`config.mk`:
```
export PLATFORM = sky130hd
export DESIGN_NAME = writeback_stage
export DESIGN_NICKNAME = d
export VERILOG_FILES = /design/src/rtl/writeback_stage.sv
export SDC_FILE = /design/constraint.sdc
export NUM_CORES = 1
export LEC_CHECK = 0
export ABC_AREA = 1
export CAP_MARGIN = 5
export CELL_PAD_IN_SITES_DETAIL_PLACEMENT = 0
export CELL_PAD_IN_SITES_GLOBAL_PLACEMENT = 2
export CORE_ASPECT_RATIO = 0.7
export CORE_UTILIZATION = 23
export CTS_BUF_LIST = sky130_fd_sc_hd__clkbuf_8
export DETAILED_ROUTE_END_ITERATION = 7
export GPL_TIMING_DRIVEN = 0
export PLACE_DENSITY = 0.81
export SYNTH_ARGS = -nofsm -noshare
export SYNTH_HDL_FRONTEND = slang
export SYNTH_SLANG_ARGS = --single-unit
```
`constraint.sdc`:
```
create_clock -name clk -period 1.6 [get_ports clk]
set_input_delay 0.4 -clock clk [delete_from_list [all_inputs] [get_ports clk]]
set_output_delay 0.4 -clock clk [all_outputs]
set_load 0.005 [all_outputs]
```
`src/rtl/writeback_stage.sv`:
```
// Writeback stage: registers the MEM/WB payload, formats loads, drives the regfile write port.
// Optional retire counter enabled by defining WB_RETIRE_CNT_EN.
module writeback_stage #(
  parameter int XLEN = 32
) (
  input  logic            clk,
  input  logic            rst,
  input  logic            mem_wb_valid,
  input  logic            wb_stall,
  input  logic            wb_flush,
  input  logic [XLEN-1:0] alu_result_in,
  input  logic [XLEN-1:0] mem_read_data_in,
  input  logic [XLEN-1:0] pc_plus_4_in,
  input  logic            mem_to_reg_in,
  input  logic            link_in,
  input  logic [1:0]      mem_size_in,
  input  logic            is_unsigned_in,
  input  logic            reg_write_in,
  input  logic [4:0]      rd_in,
  output logic [XLEN-1:0] write_data,
  output logic            reg_write,
  output logic [4:0]      write_reg_num,
  output logic            wb_valid,
  output logic            misalign_err,
  output logic [63:0]     instret
);

  typedef struct packed {
    logic            valid;
    logic [XLEN-1:0] alu;
    logic [XLEN-1:0] mem;
    logic [XLEN-1:0] pc4;
    logic            m2r;
    logic            link;
    logic [1:0]      size;
    logic            uns;
    logic            rw;
    logic [4:0]      rd;
  } wb_pay_t;

  wb_pay_t pay_q, pay_d;
  logic    load_en;

  logic [1:0]      off;
  logic [XLEN-1:0] shifted;
  logic [7:0]      byte_v;
  logic [15:0]     half_v;
  logic [XLEN-1:0] load_v;
  logic            retire;

  assign load_en = mem_wb_valid & ~wb_stall & ~wb_flush;

  // Next payload: stall or flush turns the slot into a bubble.
  always_comb begin
    pay_d       = '0;
    pay_d.valid = load_en;
    pay_d.alu   = alu_result_in;
    pay_d.mem   = mem_read_data_in;
    pay_d.pc4   = pc_plus_4_in;
    pay_d.m2r   = mem_to_reg_in;
    pay_d.link  = link_in;
    pay_d.size  = mem_size_in;
    pay_d.uns   = is_unsigned_in;
    pay_d.rw    = reg_write_in & load_en;
    pay_d.rd    = rd_in;
  end

  // Stage register, cleared by synchronous active-low reset.
  always_ff @(posedge clk) begin
    if (!rst) begin
      pay_q <= '0;
    end else begin
      pay_q <= pay_d;
    end
  end

  assign off = pay_q.alu[1:0];

  // Load formatting: pick byte/half by offset, then extend.
  always_comb begin
    shifted = pay_q.mem >> {off, 3'b000};
    byte_v  = shifted[7:0];
    half_v  = off[1] ? pay_q.mem[31:16] : pay_q.mem[15:0];
    load_v  = pay_q.mem;
    case (pay_q.size)
      2'b00: begin
        if (pay_q.uns) load_v = {{(XLEN-8){1'b0}}, byte_v};
        else           load_v = {{(XLEN-8){byte_v[7]}}, byte_v};
      end
      2'b01: begin
        if (pay_q.uns) load_v = {{(XLEN-16){1'b0}}, half_v};
        else           load_v = {{(XLEN-16){half_v[15]}}, half_v};
      end
      default: load_v = pay_q.mem;
    endcase
  end

  // Fault detection on loads, then result mux and write enable.
  always_comb begin
    misalign_err = 1'b0;
    if (pay_q.valid && pay_q.m2r) begin
      unique case (1'b1)
        pay_q.size == 2'b01: misalign_err = off[0];
        pay_q.size == 2'b10: misalign_err = off != 2'b00;
        pay_q.size == 2'b11: misalign_err = 1'b1;
        default:             misalign_err = 1'b0;
      endcase
    end
    if (pay_q.link)     write_data = pay_q.pc4;
    else if (pay_q.m2r) write_data = load_v;
    else                write_data = pay_q.alu;
    reg_write = pay_q.valid & pay_q.rw
              & (pay_q.rd != 5'd0) & ~misalign_err;
    retire    = pay_q.valid & ~misalign_err;
  end

  assign write_reg_num = pay_q.rd;
  assign wb_valid      = pay_q.valid;

`ifdef WB_RETIRE_CNT_EN
  logic [63:0] instret_q, instret_d;

  // Count retired instructions; wraps naturally at 2^64.
  always_comb instret_d = instret_q + {63'd0, retire};

  // Retire counter register.
  always_ff @(posedge clk) begin
    if (!rst) begin
      instret_q <= '0;
    end else begin
      instret_q <= instret_d;
    end
  end

  assign instret = instret_q;
`else
  logic unused_retire;
  assign unused_retire = retire;
  assign instret       = '0;
`endif

endmodule

```
==> metrics.yaml <==
status: "finished with violations"
failed_checks: "design-rule violations, negative setup slack"
drt_iter0_drc: 173
postLayoutCoreUtil: 0.3726
die_h_um: 126.4
cellLeakagePower_nw: 4.395
setup_viol: 34
rsz0062_at_grt: "true"
fin_crit_ns: 2.331
first_pass_iters: 8
critPathLaunchType: "register"
clock.fmax_ghz: 0.4289
syn_avg_cell_area_um2: 6.922
antenna_found_initial: 1
ios: 216
fin_area_um2: 8078
post-route-period-util: 1.457
power_density_nw_per_um2: 787.2
design.die.area_um2: 22730
crit_path_end: "write_data[14]"
via_count: 4723
fin_hold_ws_ns: 0.5313
min_path_type: "in2reg"
placed_area_um2: 7178
grt_util_all_layers: 0.1517
syn-instance-count: 735
path_clk_slew_ns: 0.11
viasPerCell: 3.710
worst_setup_path_end_kind: "primary output"
tightest_slew_ns: 0.6579
fin_ws_ns: -0.7313
ys_warn_count: 0
slew_violations: 0
portBuffers: 150
cp.arrival_ns: 1.93
cts_tree: "built"
drive_above_1_share: 0.2745
cp_top_family: "buffers and inverters"
ys_ff_latch: 108
path_class: "reg2out"
num-nets-final: 1099
grt_pass1_wl_um: 26210
finalWirelength_um: 16840
grt_max_degree: 18
final_hold_viol_count: 0
slowest_stage: "dfxtp_2"
critPathRequiredTime_ns: 1.20
ant_nets: 0
seq_area_frac_synth: 0.4250
cts-root-buf: "clkbuf_8"
cts.sinks: 108
grt_overflow: 0
crit_path_max_incr_delay_ns: 0.33
die_w_um: 179.8
initial_utilization: 0.2347
worstPathCellList: "buf_6, inv_4, buf_8, nand2_2, nand2_2, nand3_4, clkbuf_16, buf_6, nand2_4, nand2_4, a21oi_2, buf_2"
core-area_um2: 21680
h-tree-depth: 3
dp_hpwl_um: 12820
crit_buf_inv: 6
ir_worst_vdd_uv: 342.5
cap_violations: 0
gp_congestion: 0.7906
wire_per_inst_um: 13.23
synthToLayoutAreaGrowth_pct: 58.78
grt_pass1_vias: 4624
n_antenna_cell: 0
rows: 45
yosys.cell_types.count: 28
slew_headroom: 0.5614
critPathMaxFanout: 7
cts_buffers: 9
netlist_area_um2: 5087
cts_buffer_depth: 2
crit_cells: 12
worstSetupStartpoint: "off[1]"
drc_errors: 8
hold_buffers: 0
==> flip-flops by register name, indices dropped and copies added (netlist names) <==
signal         flops
pay_q            100
write_reg_num      5
wb_valid           1
off                2
==> worst min-delay path, stage by stage <==
cell,delay (ns)
clkdlybuf4s50_1,0.39
nand2_1,0.06
inv_1,0.03
==> cell usage in the layout (no fill, tap or decap), types with 3 or more instances in the layout <==
master and n:
buf_6 16, o21ai_1 11, nand2_1 200, dfxtp_2 7
conb_1 64, a21oi_1 33, clkbuf_8 11, a21oi_2 9
inv_1 121, inv_6 3, nand2_2 36, bufinv_16 3
clkdlybuf4s50_1 110, dfxtp_1 99, clkbuf_1 10, buf_8 6
o21ai_0 7, nor2_1 45, o21ai_2 8, dlygate4sd2_1 6
nand3_1 5, clkbuf_2 6, nand3_2 10, o21ai_4 4
buf_12 4, buf_2 37, buf_1 3, nand2_4 4
nand3_4 13, buf_4 78
==> final cells by class <==
type                       count  area, µm²
fill                        2284      13600
multi-input combinational    461       2357
sequential                   108       2178
timing repair buffer         178       1692
buffer                       104      775.7
inverter                     125      476.7
tap                          282      352.8
clock buffer                  10      137.6
clock inverter                 5      107.6
==> cell usage after synthesis <==
library cell    n  area share
nand2_1       235        0.17
or3b_2          1      0.0017
inv_1         122       0.090
buf_1           3      0.0022
o211ai_1        1      0.0015
nor3_1          3      0.0030
nand3_1        16       0.016
a21oi_2         2      0.0034
dfxtp_1       108        0.42
inv_2           2      0.0015
o21ai_0        29       0.029
a21oi_1        40       0.039
nor2_1         46       0.034
o22ai_1         1      0.0012
o21ai_4         1      0.0032
nand3_2        10       0.020
nor2_2          1      0.0012
nand2_2         5      0.0061
or2_2           1      0.0012
buf_6           5       0.011
inv_4           1      0.0012
conb_1          1     0.00074
clkbuf_1       19       0.014
nor3b_1         2      0.0030
a211oi_1        1      0.0015
buf_2           8      0.0079
nand3_4         2      0.0069
buf_4          69        0.10
==> cells by family (layout without fill, tap and decap cells) <==
logic type,count (synthesis),in the layout,share of synthesized area
and+or+nand+nor,322,322,0.2659
buffers and inverters,229,422,0.2297
DFF,108,108,0.4250
AOI/OAI and AO/OA,75,75,0.07870
other,1,64,0.0007371
==> power by group <==
part	internal [mW]	switching [mW]	total, mW
clock network	1.09	0.984	2.07
logic	0.745	0.646	1.39
registers	2.83	0.0674	2.90
==> per-stage QoR <==
stage	total power, mW	setup WS [ns]	std cells	TNS, ns
floorplan	3.557	0.04924	798	0
global placement	4.191	-0.8329	1230	-25.35
detailed placement	4.187	-0.8192	1230	-25.66
CTS	6.379	-0.7787	1267	-22.88
global route	6.683	-0.8447	1273	-25.10
finish	6.359	-0.7313	1273	-21.01
==> layer usage <==
| layer | wire, µm | GRT usage |
|---|---|---|
| met5 | 11 | 0 |
| met4 | 48 | 0.02434 |
| met3 | 1221 | 0.05197 |
| met2 | 7315 | 0.2341 |
| met1 | 8240 | 0.2065 |
==> repair_timing <==
action,CTS,global route
resized for setup,271,47
buffers inserted,19,7
cloned,3,0
pin swaps,34,34
endpoints found under the setup margin,40,34
==> worst min path at each step <==
stage | from | to | slack [ns] | cells after the start
4_1_cts | pc_plus_4_in[20] | pay_q[31] | 0.50 | 3
2_1_floorplan | alu_result_in[5] | pay_q[80] | 0.49 | 2
3_5_place_dp | mem_read_data_in[25] | pay_q[68] | 0.94 | 3
3_3_place_gp | alu_result_in[5] | pay_q[80] | 0.93 | 3
6_report | pc_plus_4_in[28] | pay_q[39] | 0.53 | 3
5_1_grt | pc_plus_4_in[28] | pay_q[39] | 0.52 | 3
(Power assumes the default switching activity.)
